`config.mk`:
```
export PLATFORM = sky130hd
export DESIGN_NAME = mgmt_bus_arbiter
export DESIGN_NICKNAME = d
export VERILOG_FILES = /design/src/rtl/mgmt_bus_arbiter_pkg.sv /design/src/rtl/mgmt_bus_arbiter_rr_pick.sv /design/src/rtl/mgmt_bus_arbiter.sv
export SDC_FILE = /design/constraint.sdc
export NUM_CORES = 1
export LEC_CHECK = 0
export CAP_MARGIN = 20
export CORE_AREA = 2 2 109 111
export DETAILED_ROUTE_END_ITERATION = 8
export DIE_AREA = 0 0 111 113
export HOLD_SLACK_MARGIN = 0.05
export PLACE_DENSITY = 0.81
export SLEW_MARGIN = 20
export SYNTH_ARGS = -nofsm -noshare
export SYNTH_HDL_FRONTEND = slang
export SYNTH_SLANG_ARGS = --single-unit
```
`constraint.sdc`:
```
create_clock -name sys_clk -period 3.55 [get_ports sys_clk]
set_input_delay 0.71 -clock sys_clk [delete_from_list [all_inputs] [get_ports sys_clk]]
set_output_delay 0.71 -clock sys_clk [all_outputs]
set_load 0.05 [all_outputs]
```
`src/rtl/mgmt_bus_arbiter_pkg.sv`:
```
// mgmt_bus_arbiter_pkg: shared states and constants for the mgmt bus arbiter
package mgmt_bus_arbiter_pkg;
  typedef enum logic [1:0] {
    ARB_IDLE = 2'd0,
    ARB_REQ  = 2'd1,
    ARB_RSP  = 2'd2
  } arb_state_t;
  localparam logic [31:0] MGMT_ERR_DATA = 32'hDEAD_BEEF;
endpackage

```
`src/rtl/mgmt_bus_arbiter_rr_pick.sv`:
```
// mgmt_bus_arbiter_rr_pick: combinational round-robin picker, first requester after last wins
module mgmt_bus_arbiter_rr_pick #(
  parameter int N  = 2,
  parameter int IW = (N > 1) ? $clog2(N) : 1
) (
  input  logic [N-1:0]  req,
  input  logic [IW-1:0] last,
  output logic          valid,
  output logic [IW-1:0] idx
);
  assign valid = |req;
  // scan from the farthest candidate back to last+1 so the nearest one wins
  always_comb begin
    idx = '0;
    for (int k = N; k >= 1; k--) if (req[IW'((int'(last) + k) % N)]) idx = IW'((int'(last) + k) % N);
  end
endmodule

```
`src/rtl/mgmt_bus_arbiter.sv`:
```
// mgmt_bus_arbiter: round-robin sharing of the mgmt slave port with a completion watchdog
module mgmt_bus_arbiter
  import mgmt_bus_arbiter_pkg::*;
#(
  parameter int          NUM_REQ  = 2,
  parameter int          TIMEOUT  = 255,
  parameter int          CNT_W    = 8,
  parameter logic [31:0] ERR_DATA = MGMT_ERR_DATA
) (
  input  logic                  sys_clk,
  input  logic                  sys_rst_n,
  input  logic [NUM_REQ-1:0]    m_req,
  input  logic [NUM_REQ*32-1:0] m_adr,
  input  logic [NUM_REQ-1:0]    m_rwn,
  input  logic [NUM_REQ*2-1:0]  m_wen,
  input  logic [NUM_REQ*32-1:0] m_txd,
  output logic [NUM_REQ-1:0]    m_ack,
  output logic [NUM_REQ-1:0]    m_rxe,
  output logic [31:0]           m_rxd,
  output logic [NUM_REQ-1:0]    m_err,
  output logic                  s_req,
  output logic [31:0]           s_adr,
  output logic                  s_rwn,
  output logic [1:0]            s_wen,
  output logic [31:0]           s_txd,
  input  logic                  s_ack,
  input  logic                  s_rxe,
  input  logic [31:0]           s_rxd
);
  localparam int IW = $clog2(NUM_REQ);
  localparam logic [CNT_W-1:0] TO_LAST = CNT_W'((TIMEOUT == 0) ? 0 : TIMEOUT - 1);
  arb_state_t state, state_nxt;
  logic [IW-1:0] grant, last, win;
  logic win_vld, strobe, to;
  logic [CNT_W-1:0] cnt;
  logic [NUM_REQ-1:0] gsel;
  mgmt_bus_arbiter_rr_pick #(.N(NUM_REQ), .IW(IW)) u_pick (
    .req   (m_req),
    .last  (last),
    .valid (win_vld),
    .idx   (win)
  );
  assign gsel = NUM_REQ'(1) << grant;
  // state register; reset aborts any transaction in flight
  always_ff @(posedge sys_clk or negedge sys_rst_n) begin
    if (!sys_rst_n) state <= ARB_IDLE;
    else state <= state_nxt;
  end
  // next state, watchdog expiry and master-side strobes, all gated by state
  always_comb begin
    strobe    = (state == ARB_REQ) ? s_ack : s_rxe;
    to        = (TIMEOUT != 0) && (state != ARB_IDLE) && !strobe && (cnt == TO_LAST);
    state_nxt = (state == ARB_IDLE) ? (win_vld ? ARB_REQ : ARB_IDLE)
              : (state == ARB_REQ)  ? ((to || (s_ack && (!s_rwn || s_rxe))) ? ARB_IDLE : (s_ack ? ARB_RSP : ARB_REQ))
              : ((s_rxe || to) ? ARB_IDLE : ARB_RSP);
    m_ack     = (state == ARB_REQ && (s_ack || to)) ? gsel : '0;
    m_rxe     = ((state == ARB_REQ && s_rwn && ((s_ack && s_rxe) || to)) || (state == ARB_RSP && (s_rxe || to))) ? gsel : '0;
    m_err     = to ? gsel : '0;
    m_rxd     = to ? ERR_DATA : s_rxd;
  end
  // grant bookkeeping, latched slave request and watchdog counter
  always_ff @(posedge sys_clk or negedge sys_rst_n) begin
    if (!sys_rst_n) begin
      s_req <= 1'b0;
      s_adr <= '0;
      s_rwn <= 1'b1;
      s_wen <= '0;
      s_txd <= '0;
      grant <= '0;
      last  <= IW'(NUM_REQ - 1);
      cnt   <= '0;
    end else begin
      if (state == ARB_IDLE && win_vld) begin
        grant <= win;
        last  <= win;
        s_adr <= m_adr[{win, 5'd0} +: 32];
        s_txd <= m_txd[{win, 5'd0} +: 32];
        s_wen <= m_wen[{win, 1'b0} +: 2];
        s_rwn <= m_rwn[win];
        s_req <= 1'b1;
      end
      if (state == ARB_REQ && (s_ack || to)) s_req <= 1'b0;
      cnt <= (state != ARB_IDLE && state_nxt == state) ? cnt + 1'b1 : '0;
    end
  end
endmodule

```
==> key figures <==
Synth
  – Avg Inst Size Synth: 10.0 um^2
  – Post-synth EDFFs: 0
  – Area share of the largest cell type after synthesis: 48.9%
  – Flops & latches, synth: 80
  – Post-Syn Instances: 399
  – Yosys cell types: 35
  – Post-synthesis sequential area ratio: 50.2%
  – Asr flop ratio synth: 100%
  – Synth area leaders: dfrtp_1, mux2i_1, o21ai_0
  – Post-Syn Area: 3990 um^2
  – YS warnings: 0
  – Top_reg_cell synth: dfrtp_1
  – Post-synth top cells: dfrtp_1, nand2_1, o21ai_0
  – Post-synthesis net count: 573
  – Synth area leader: dfrtp_1
  – Top-count cell post-synth: dfrtp_1

Floorplanning
  – Row count: 39
  – Die X: 111 um
  – Die H: 113 um
  – Starting density of the core: 35.4%
  – Die footprint: 12500 um^2
  – # IOs: 278
  – Core Area: 11300 um^2

Timing
  – Final setup violation count: 0
  – Slew of the pin with the lowest slew margin: 0.727 ns
  – RSZ-0062 raised after global routing: false
  – Hold Fails Final Rpt: 0
  – Final worst path period share: 91.6%
  – Worst clock skew: 0.00409 ns
  – Final Max Slew Viols: 0
  – Period minus WS final: 3.25 ns
  – Slew HR: 51.5%
  – Setup Total Neg Slack: 0 ns
  – Hold_ws: 0.427 ns
  – Fmax: 307 MHz

Outcome
  – Status: finished, final reports clean

Route
  – Routed WL per cell: 16.2 um
  – Final ANT Viol Nets: 0
  – DRC Markers: 0
  – Router iterations before antenna repair: 4
  – Vias: 3828
  – Vias per inst: 4.70
  – Initial DRC count: 132
  – Post-Route WL: 13.2 mm

Place
  – GP Congestion: 0.939
  – Detail Placement HPWL: 10.7 mm
  – Placed cell area: 7090 um^2
  – Number of buffers added on ports: 277

Pwr
  – Clock Power Share: 16.2%
  – Sw Share: 47.4%
  – Design Power: 6.07 mW
  – Power Internal: 3.19 mW
  – Cell Pwr Density: 818 nW/um^2
  – Psw: 2.88 mW
  – Maximum VDD drop: 0.451 mV
  – Static Leak: 3.38 nW
  – Combinational Power Share: 58.0%
  – Register share of total power: 25.8%

Clock tree
  – Reg clk slew, reported paths: 0.06 ns
  – Post-CTS setup buffers: 0
  – Root Buffer: clkbuf_16
  – # H-tree levels: 3
  – CTS tree: built
  – Clock Path Buffers: 2
  – Clock insertion delay at the later pin of the skew report: 0.32 ns
  – CTS buffer count: 9
  – Clk sinks: 80
  – Post-cts sizing count: 0
  – Post-CTS Hold Buffers: 0

Worst setup path
  – Critical R2R Launch: last
  – R2r setup slk: 1.75 ns
  – Reg-to-reg endpoint: s_adr[10]
  – Setup CP Type: in -> out
  – Startpoint types: primary input
  – Cells on worst reg2reg path: 4
  – Crit-path max FO: 25
  – Crit path DAT: 2.54 ns
  – Worst setup EP type: output port
  – Critical path required time: 2.84 ns

GRT
  – First-pass GRT wire length: 20.8 mm
  – Largest net degree at the start of global routing: 93
  – Vias in the first global route: 3990
  – GR Overflow Total: 0
  – Overall routing resource usage: 21.1%
  – Antenna violations before repair: 0

Layout
  – # diodes: 0
  – Final Cell Area: 7420 um^2
  – Final Net Count: 840
  – Fraction of layout cells with a size suffix above 1: 13.7%
  – Area growth syn-to-layout: 86.0%

Worst hold path
  – HP Class: in -> async

Job
  – Max_cap viols: 0
-- power groups by stage --
stage / clock [mW] / sequential (mW) / combinational, mW
floorplan: 0 / 2.87 / 0.927
global placement: 0 / 1.55 / 3.50
detailed placement: 0 / 1.58 / 3.55
CTS: 1.01 / 1.57 / 3.56
global route: 1.04 / 1.63 / 3.73
finish: 0.983 / 1.57 / 3.52
-- placed cells by master, fill, tap and decap left out, types with 2 or more instances in the layout --
cell type / netlist / routed
clkdlybuf4s50_1: 0 / 241
dfrtp_1: 78 / 78
o21ai_0: 70 / 70
nand2_1: 70 / 70
mux2i_1: 67 / 67
buf_12: 0 / 27
or2_2: 24 / 24
nor2_1: 14 / 14
buf_4: 3 / 14
clkbuf_16: 0 / 9
nor2b_1: 5 / 5
nand3_1: 4 / 4
and2b_2: 4 / 4
inv_1: 3 / 3
a21oi_1: 3 / 3
xor2_1: 3 / 3
xnor2_1: 3 / 3
and2_1: 2 / 2
o31ai_1: 2 / 2
nor3_1: 2 / 2
o21a_1: 2 / 2
ha_1: 2 / 2
clkinvlp_4: 0 / 2
bufinv_16: 0 / 2
dfstp_2: 2 / 2
-- cell type report --
type | instances | area, um^2
Multi-Input combinational cell | 289 | 1830
Inverter | 3 | 11.3
Fill cell | 908 | 3850
Sequential cell | 80 | 2000
Tap cell | 143 | 179
Timing Repair Buffer | 283 | 3070
Clock buffer | 11 | 243
Clock inverter | 5 | 80.1
-- worst max path at each step --
stage | startpoint | to | slack [ns] | cells past startpoint
final | s_ack | m_rxd[5] | 0.30 | 6
after global routing | s_ack | m_rxe[0] | 0.19 | 6
after CTS | s_ack | m_rxd[5] | 0.30 | 6
after detailed placement | s_ack | m_rxd[5] | 0.30 | 6
after global placement | s_ack | m_rxe[0] | 0.34 | 6
after floorplan | s_rwn | m_rxe[0] | 0.79 | 4
-- state kept, by name, indices dropped and copies added, names as in the netlist --
signal and flops:
cnt 8, s_rwn 1, s_req 1, s_wen 2, s_adr 32, grant 1
state 2, s_txd 32, last 1
-- per-layer routing --
layer | part of all wire, % | global-route usage [%] | vias to the layer above
li1 | - | - | 1881
met1 | 36 | 22.1 | 1733
met2 | 53 | 39.3 | 190
met3 | 7.6 | 5.78 | 24
met4 | 3.2 | 9.92 | 0
met5 | 0 | 0 | -
-- logic make-up after synthesis --
group / count (synthesis) / synth area share [%]
simple gates: 132 / 15.7
compound gates: 82 / 11.1
flops: 80 / 50.2
mux: 67 / 16.8
buf+inv: 30 / 4.20
xor+xnor: 6 / 1.32
fa+ha+maj: 2 / 0.627
-- metrics by stage --
step / worst slack, ns / util (%) / cells
floorplan: 0.792 / - / 399
global placement: 0.344 / 62.9 / 798
detailed placement: 0.304 / 62.9 / 798
CTS: 0.305 / 65.8 / 814
global route: 0.185 / 65.8 / 814
finish: 0.297 / 65.8 / 814
-- worst max-delay path: stages --
cell and delay [ns]:
clkdlybuf4s50_1 0.48, or3b_4 0.43, a21oi_4 0.39, buf_4 0.24
or2_2 0.15, buf_12 0.14
(Power assumes the default switching activity.)
